`src/rtl/imem_loader_if.sv`:
```
// Byte-stream input and instruction-RAM word-write bundle for imem_loader.
// master = stream source / RAM side, slave = the loader itself.
interface imem_loader_if;
    logic [7:0]  rx_data;
    logic        rx_valid;
    logic        rx_ready;
    logic        imem_we;
    logic [31:0] imem_addr;
    logic [31:0] imem_wdata;
    logic        cpu_hold;
    logic        load_done;
    logic        load_err;

    modport master (
        output rx_data, rx_valid,
        input  rx_ready, imem_we, imem_addr, imem_wdata, cpu_hold, load_done, load_err
    );

    modport slave (
        input  rx_data, rx_valid,
        output rx_ready, imem_we, imem_addr, imem_wdata, cpu_hold, load_done, load_err
    );
endinterface

```
`src/rtl/imem_loader.sv`:
```
// Frame loader: SYNC, 16-bit word count, LE data words -> one RAM write per word (1 clk after 4th byte,
// 4 bytes / 5 clks max, rx_ready low during the write cycle). LOADER_CHECKSUM_EN adds a trailing XOR byte.
module imem_loader #(
    parameter int          DEPTH_WORDS = 256,
    parameter logic [7:0]  SYNC_BYTE   = 8'hA5,
    parameter logic [31:0] BASE_ADDR   = 32'h0
) (
    input  logic         clk,
    input  logic         reset_n,
    imem_loader_if.slave bus
);

    typedef enum logic [2:0] {
        S_IDLE,
        S_LEN_LO,
        S_LEN_HI,
        S_DATA,
        S_WRITE,
        S_CHK
    } state_t;

    state_t      state_q;
    logic        rx_ready_q;
    logic        we_q;
    logic [31:0] addr_q;
    logic [31:0] wdata_q;
    logic        hold_q;
    logic        done_q;
    logic        err_q;
    logic [15:0] len_q;
    logic [15:0] word_cnt_q;
    logic [1:0]  byte_cnt_q;
    logic [23:0] word_q;
`ifdef LOADER_CHECKSUM_EN
    logic [7:0]  chk_q;
`endif

    logic        hs;
    logic [15:0] len_d;
    logic [15:0] word_cnt_d;

    assign hs         = bus.rx_valid & rx_ready_q;
    assign len_d      = {bus.rx_data, len_q[7:0]};
    assign word_cnt_d = word_cnt_q + 16'd1;

    assign bus.rx_ready   = rx_ready_q;
    assign bus.imem_we    = we_q;
    assign bus.imem_addr  = addr_q;
    assign bus.imem_wdata = wdata_q;
    assign bus.cpu_hold   = hold_q;
    assign bus.load_done  = done_q;
    assign bus.load_err   = err_q;

    always_ff @(posedge clk) begin
        if (!reset_n) begin
            state_q    <= S_IDLE;
            rx_ready_q <= 1'b0;
            we_q       <= 1'b0;
            addr_q     <= BASE_ADDR;
            wdata_q    <= '0;
            hold_q     <= 1'b0;
            done_q     <= 1'b0;
            err_q      <= 1'b0;
            len_q      <= '0;
            word_cnt_q <= '0;
            byte_cnt_q <= '0;
            word_q     <= '0;
`ifdef LOADER_CHECKSUM_EN
            chk_q      <= '0;
`endif
        end else begin
            we_q <= 1'b0;
            case (state_q)
                S_IDLE: begin
                    rx_ready_q <= 1'b1;
                    if (hs && bus.rx_data == SYNC_BYTE) begin
                        hold_q  <= 1'b1;
                        done_q  <= 1'b0;
                        err_q   <= 1'b0;
                        state_q <= S_LEN_LO;
                    end
                end
                S_LEN_LO: begin
                    if (hs) begin
                        len_q[7:0] <= bus.rx_data;
                        state_q    <= S_LEN_HI;
                    end
                end
                S_LEN_HI: begin
                    if (hs) begin
                        len_q[15:8] <= bus.rx_data;
                        word_cnt_q  <= '0;
                        byte_cnt_q  <= '0;
`ifdef LOADER_CHECKSUM_EN
                        chk_q       <= '0;
`endif
                        if (len_d == 16'd0) begin
`ifdef LOADER_CHECKSUM_EN
                            state_q <= S_CHK;
`else
                            hold_q  <= 1'b0;
                            done_q  <= 1'b1;
                            state_q <= S_IDLE;
`endif
                        end else if (32'(len_d) > 32'(DEPTH_WORDS)) begin
                            // cpu_hold stays set: a rejected image must not run.
                            err_q   <= 1'b1;
                            state_q <= S_IDLE;
                        end else begin
                            state_q <= S_DATA;
                        end
                    end
                end
                S_DATA: begin
                    if (hs) begin
                        word_q     <= {bus.rx_data, word_q[23:8]};
                        byte_cnt_q <= byte_cnt_q + 2'd1;
`ifdef LOADER_CHECKSUM_EN
                        chk_q      <= chk_q ^ bus.rx_data;
`endif
                        if (byte_cnt_q == 2'd3) begin
                            rx_ready_q <= 1'b0;
                            we_q       <= 1'b1;
                            addr_q     <= BASE_ADDR + {14'd0, word_cnt_q, 2'b00};
                            wdata_q    <= {bus.rx_data, word_q};
                            state_q    <= S_WRITE;
                        end
                    end
                end
                S_WRITE: begin
                    rx_ready_q <= 1'b1;
                    word_cnt_q <= word_cnt_d;
                    if (word_cnt_d == len_q) begin
`ifdef LOADER_CHECKSUM_EN
                        state_q <= S_CHK;
`else
                        hold_q  <= 1'b0;
                        done_q  <= 1'b1;
                        state_q <= S_IDLE;
`endif
                    end else begin
                        state_q <= S_DATA;
                    end
                end
`ifdef LOADER_CHECKSUM_EN
                S_CHK: begin
                    if (hs) begin
                        state_q <= S_IDLE;
                        if (bus.rx_data == chk_q) begin
                            hold_q <= 1'b0;
                            done_q <= 1'b1;
                        end else begin
                            err_q  <= 1'b1;
                        end
                    end
                end
`endif
                default: state_q <= S_IDLE;
            endcase
        end
    end

endmodule

```
`src/flat_wrapper.sv`:
```
// flat-port wrapper written by rule: the top's interface ports become plain ports
module imem_loader_flat 
#(
    parameter int          DEPTH_WORDS = 256,
    parameter logic [7:0]  SYNC_BYTE   = 8'hA5,
    parameter logic [31:0] BASE_ADDR   = 32'h0
)
  (clk, reset_n, bus_rx_data, bus_rx_valid, bus_rx_ready, bus_imem_we, bus_imem_addr, bus_imem_wdata, bus_cpu_hold, bus_load_done, bus_load_err);
  imem_loader_if bus_i ();
  input  logic clk;
  input  logic reset_n;
  input wire logic [$bits(bus_i.rx_data)-1:0] bus_rx_data;
  input wire logic [$bits(bus_i.rx_valid)-1:0] bus_rx_valid;
  output wire logic [$bits(bus_i.rx_ready)-1:0] bus_rx_ready;
  output wire logic [$bits(bus_i.imem_we)-1:0] bus_imem_we;
  output wire logic [$bits(bus_i.imem_addr)-1:0] bus_imem_addr;
  output wire logic [$bits(bus_i.imem_wdata)-1:0] bus_imem_wdata;
  output wire logic [$bits(bus_i.cpu_hold)-1:0] bus_cpu_hold;
  output wire logic [$bits(bus_i.load_done)-1:0] bus_load_done;
  output wire logic [$bits(bus_i.load_err)-1:0] bus_load_err;
  assign bus_i.rx_data = bus_rx_data;
  assign bus_i.rx_valid = bus_rx_valid;
  assign bus_rx_ready = bus_i.rx_ready;
  assign bus_imem_we = bus_i.imem_we;
  assign bus_imem_addr = bus_i.imem_addr;
  assign bus_imem_wdata = bus_i.imem_wdata;
  assign bus_cpu_hold = bus_i.cpu_hold;
  assign bus_load_done = bus_i.load_done;
  assign bus_load_err = bus_i.load_err;
  imem_loader #(.DEPTH_WORDS(DEPTH_WORDS), .SYNC_BYTE(SYNC_BYTE), .BASE_ADDR(BASE_ADDR)) u_core (.clk(clk), .reset_n(reset_n), .bus(bus_i));
endmodule
```
`config.mk`:
```
export PLATFORM = sky130hd
export DESIGN_NAME = imem_loader_flat
export DESIGN_NICKNAME = d
export VERILOG_FILES = /design/src/rtl/imem_loader_if.sv /design/src/rtl/imem_loader.sv /design/src/flat_wrapper.sv
export SDC_FILE = /design/constraint.sdc
export NUM_CORES = 1
export LEC_CHECK = 0
export BUFFER_PORTS_ARGS = -buffer_cell sky130_fd_sc_hd__buf_2
export CORE_ASPECT_RATIO = 2
export CORE_UTILIZATION = 51
export DETAILED_ROUTE_END_ITERATION = 10
export PLACE_DENSITY = 0.86
export SLEW_MARGIN = 5
export SYNTH_ARGS = -nofsm -noshare
export SYNTH_HDL_FRONTEND = slang
export SYNTH_SLANG_ARGS = --single-unit
```
`constraint.sdc`:
```
create_clock -name clk -period 2.2 [get_ports clk]
set_input_delay 0.11 -clock clk [delete_from_list [all_inputs] [get_ports clk]]
set_output_delay 0.11 -clock clk [all_outputs]
set_load 0.01 [all_outputs]
```
After elaboration in Yosys (flattened, before gate mapping)
Cells that the tools add are included.
- register bits: 114
- output and inout bits: 69
- input bits: 11
- reduce and logical (&&, ||, !) cells: 20
- add/sub/neg operators: 2
- order comparisons: 1
- equal/unequal tests: 16
- bitwise operators: 1
- mux-type cells: 32
- operator list (cell ; count):
    one-hot mux 16 bit (2 select lines) ; 1
    two-way mux 3 bit ; 6
    adder 16 x 1 -> 16 bit (second input constant) ; 1
    == test 16 bit ; 1
    > comparator 16 x 9 -> 1 bit (second input constant) ; 1
    zero test 16 bit ; 1
    two-way mux 16 bit ; 1
    inequality test 2 x 1 -> 1 bit (second input constant) ; 8
    one-hot mux 3 bit (5 select lines) ; 1
    AND reduction 5 bit ; 3
    two-way mux 1 bit ; 14
    AND reduction 3 bit ; 4
    == test 8 bit (second input constant) ; 1
    two-way mux 2 bit ; 4
    AND reduction 2 bit ; 4
    nonzero test 2 bit ; 4
    == test 3 x 2 -> 1 bit (second input constant) ; 2
    one-hot mux 1 bit (3 select lines) ; 2
    one-hot mux 1 bit (2 select lines) ; 2
    one-hot mux 2 bit (2 select lines) ; 1
    == test 3 x 1 -> 1 bit (second input constant) ; 1
    == test 3 bit (second input constant) ; 1
    zero test 3 bit ; 1
    nonzero test 3 bit ; 1
    other kinds (6) ; 6

Logic depth before layout (Yosys ltp)
- depth after elaboration: 5
- mapped depth: 10
- gate-level depth less buffers: 8

Worst setup path before layout
No wires, ideal clock.
- path type: register to register
- from: reg u_core.word_cnt_q[0]
- to: reg u_core.hold_q (netlist: u_core.bus.cpu_hold)
- setup slack: -0.106 ns
- arrival time: 2.176 ns
- cell stages (with the launch flop): 9
- clock period less this slack: 2.306 ns
- cells stage by stage: dfxtp_1 > ha_1 > nand3_1 > or4_1 > xnor2_1 > nor4_2 > nand4_1 > o21ai_2 > o22ai_1
- word-level cells in the longest chain between the ends: 4
- ends and longest elaborated chain (element ; RTL line ; source):
    from (decl) ; imem_loader.sv:31 ; logic [15:0] word_cnt_q;
    from (signal assigned) ; imem_loader.sv:132 ; word_cnt_q <= word_cnt_d;
    adder 16 x 1 -> 16 bit ; imem_loader.sv:44 ; assign word_cnt_d = word_cnt_q + 16'd1;
    == test 16 bit ; imem_loader.sv:133 ; if (word_cnt_d == len_q) begin
    inequality test 2 x 1 -> 1 bit (no line) ; -- ;
    AND reduction 5 bit (no line) ; -- ;
    to (signal assigned) ; imem_loader.sv:61 ; hold_q <= 1'b0;
    to (signal assigned) ; imem_loader.sv:77 ; hold_q <= 1'b1;
    to (signal assigned) ; imem_loader.sv:137 ; hold_q <= 1'b0;
    to (decl) ; imem_loader.sv:27 ; logic hold_q;
No other way between the ends.
A chain may end at the register's enable or synchronous reset.

Worst setup path in the final report
- from: reg u_core.word_cnt_q[1]
- to: reg u_core.done_q (netlist: u_core.bus.load_done)
- word-level cells in the longest chain between the ends: 4
- ends and longest elaborated chain (element ; RTL line ; source):
    adder 16 x 1 -> 16 bit ; imem_loader.sv:44 ;
    == test 16 bit ; imem_loader.sv:133 ;
    inequality test 2 x 1 -> 1 bit (no line) ; -- ;
    AND reduction 5 bit (no line) ; -- ;
    to (signal assigned) ; imem_loader.sv:62 ; done_q <= 1'b0;
    to (signal assigned) ; imem_loader.sv:78 ; done_q <= 1'b0;
    to (signal assigned) ; imem_loader.sv:138 ; done_q <= 1'b1;
    to (decl) ; imem_loader.sv:28 ; logic done_q;
No other way between the ends.

==> run_results.csv <==
group,metric,value,unit
die,core_area,9450,um2
power,vdd_drop_max,0.000763,V
job,maxCapViolCount,0,
yosys,ys_async_sr_fraction,0,%
cells_and_area,final_common_cell,"nand2_1",
timing,setup_viol,0,
yosys,synth_edf_count,0,
cells_and_area,syn2layout_area_growth,25.4,%
drt,antenna_left,0,
cells_and_area,layout_common_cells,"173 x nand2_1, 108 x a21oi_1, 102 x dfxtp_1, 63 x buf_2, 46 x buf_4",
cells_and_area,fin_area,6290,um2
drt,routedWlPerCell,17.2,um
drt,dr.pass1.iters,5,
critical_path,worst-path-max-fanout,5,
power,power,4740,uW
status,outcome,"complete, no violations",
power,swShare,23.1,%
timing,min_period,2.10,ns
timing,fmax,0.476,GHz
die,num_rows,50,
cells_and_area,diodes,0,
global_routing,grt_pass1_vias,4794,
worst_hold_path,hold_depth,3,
clock_network,path_clk_slew,0.05,ns
clock_network,clockBufferDepth,2,
place,gp_congestion,0.949,
yosys,ys_warn_count,0,
place,portBuffers,63,
place,pre_cts_ws,-0.00137,ns
clock_network,h-tree-depth,4,
drt,dr_total_vias,4954,
worst_hold_path,hp-start,"bus_rx_data[3]",
power,pwr-share-clk,54.5,%
global_routing,grt_pass1_wl,23300,um
cells_and_area,fillCellCount,749,
power,pwr-share-comb,1.9,%
clock_network,cts_inserted_buffers,17,
power,power_density,753,nW/um2
timing,worst_slack,0.0997,ns
timing,tightestPinTransition,0.788,ns
critical_path,r2r_end,"u_core.bus.load_done",
clock_network,cts_sinks,114,
cells_and_area,finalNetCount,745,
critical_path,cp.required,2.51,ns
clock_network,insertion_delay,0.42,ns
die,die_x,72.1,um
drt,wirelength,15000,um
die,ios,80,
die,initial_core_util,53.1,%
critical_path,r2r_slack,0.1,ns
drt,drc_errors,0,
yosys,synth.avg_cell_area,7.75,um2
global_routing,track_usage,30.4,%
yosys,synth_flop_cell,"dfxtp_1",
power,power.leakage,0.00245,uW
timing,finalMaxSlewViolations,0,
timing,tns,0,ns
timing,post-route-period-util,95.5,%
place,placed_area,5640,um2
critical_path,cp_cell_sequence,"buf_6 > and4_4 > buf_4 > a211oi_1 > a2111oi_1 > a22oi_2 > nand4_1 > o21ai_2 > o211a_1",
die,die-area,10300,um2
yosys,yosys_register_bits,114,
critical_path,start_kind,"register",
critical_path,endpoint_kind,"register",
die,fp.dieH,142,um
power,power.internal,3640,uW
power,power.switching,1090,uW
clock_network,root_buffer,"clkbuf_16",
timing,hold_viol_final,0,
drt,via_per_inst,5.66,
critical_path,r2r_start,"u_core.word_cnt_q[1]",
worst_hold_path,hp-class,"in -> reg",
global_routing,antenna_found_initial,0,
yosys,synth_cells,647,
power,power_frac_seq,43.6,%
cells_and_area,drive_gt1_share,22.7,%
drt,drt_iter0_markers,299,
yosys,yosysSeqAreaShare,45.5,%
yosys,synth_area,5020,um2
critical_path,cp_slowest_cell,"a2111oi_1",
worst_hold_path,whs_endpoint,"u_core.bus.imem_wdata[27]",
critical_path,crit_arrival,2.41,ns
clock_network,cts_tree,"built",
global_routing,grt_max_degree,70,
critical_path,max_stage_delay,0.42,ns
place,hpwl,10500,um
cells_and_area,utilization,66.6,%
timing,relSlewSlack,47.4,%
yosys,synth_cell_types,50,
critical_path,reg2reg_depth,9,
timing,clock_skew,0.00671,ns
critical_path,crit_type,"reg -> reg",
global_routing,grt-ovfl-total,0,
area by class of cell:
class | instances | area (um2) | area share [%]
sequential | 114 | 2300 | 36.6
clock buffer | 18 | 429 | 6.82
timing repair buffer | 116 | 762 | 12.1
inverter | 2 | 7.51 | 0.119
tap | 130 | 163 | 2.59
multi-input combinational | 481 | 2500 | 39.7
clock inverter | 14 | 130 | 2.07
metal layers:
| layer | track usage, % | up-vias | part of all wire [%] |
|---|---|---|---|
| met5 | 0 | - | 0 |
| met4 | 25.0 | 0 | 8.0 |
| met3 | 7.08 | 79 | 4.0 |
| met2 | 54.4 | 188 | 55 |
| met1 | 28.1 | 2341 | 33 |
| li1 | - | 2346 | - |
synth_stat cells, types with 4 or more instances:
cell type / n / area [um2]
and4_1: 5 / 43.8
a31oi_1: 5 / 31.3
nand2_1: 173 / 649
or3_1: 5 / 31.3
buf_4: 17 / 128
nand3_1: 9 / 45.0
mux2i_1: 8 / 80.1
nand4_1: 10 / 62.6
clkbuf_1: 37 / 139
xnor2_1: 13 / 114
nor4_1: 5 / 31.3
a21oi_1: 108 / 541
buf_2: 9 / 45.0
nor3_1: 5 / 25.0
nor2_1: 39 / 146
xor2_1: 7 / 61.3
or4_1: 4 / 30.0
dfxtp_1: 114 / 2280
o21ai_0: 22 / 110
state kept, by name (all words and copies together) (netlist names), 2 cells and up:
name / cells
u_core.bus.imem_wdata: 32
u_core.word_q: 24
u_core.bus.imem_addr: 16
u_core.len_q: 16
u_core.word_cnt_q: 16
u_core.state_q: 3
u_core.byte_cnt_q: 2
worst max-delay path by stage:
stage / startpoint / end / slack [ns] / cells after the start
floorplan: u_core.word_cnt_q[1] / u_core.bus.cpu_hold / 0.03 / 8
global placement: u_core.word_cnt_q[0] / u_core.bus.cpu_hold / 0.02 / 8
detailed placement: u_core.word_cnt_q[1] / u_core.bus.cpu_hold / -0.001 / 8
CTS: u_core.word_cnt_q[0] / u_core.bus.cpu_hold / 0.007 / 8
global route: u_core.word_cnt_q[7] / u_core.bus.cpu_hold / -0.03 / 8
finish: u_core.word_cnt_q[1] / u_core.bus.load_done / 0.1 / 9
logic make-up after synthesis:
logic type	count (synthesis)	share of synthesized area, %
buffers and inverters	67	6.51
other	1	0.0748
adders and majority gates	2	0.499
and+or+nand+nor	275	24.5
DFF	114	45.5
muxes	9	1.82
xor gates and xnor gates	20	3.49
AOI/OAI and AO/OA	159	17.6
metrics by stage:
stage          std cells  hold WS (ns)
2_1_floorplan        662         0.243
3_3_place_gp         838         0.411
3_5_place_dp         838         0.420
4_1_cts              873       0.00580
5_1_grt              875        0.0197
6_report             875        0.0151
what timing repair did:
action,in CTS,in global routing
endpoints found under the setup margin,2,12
pin swaps,0,8
resized for setup,1,21
hold endpoints to repair,10,0
buffers inserted,0,2
hold buffers,3,0
worst max-delay path, delay by kind of cell (launching register included):
family,cells,cell delay [ns]
DFF,1,0.37
AOI/OAI and AO/OA,5,0.94
buffers and inverters,2,0.25
and+or+nand+nor,2,0.43
power groups by stage:
stage | Combinational, uW | Clock, uW | Sequential (uW)
after global placement | 83.8 | 0 | 2110
after floorplan | 68.6 | 0 | 2110
after detailed placement | 84.9 | 0 | 2110
after CTS | 89.7 | 2590 | 2070
after global routing | 97.7 | 2690 | 2060
final | 92.3 | 2580 | 2070
Power figures use the tool's default switching activity.
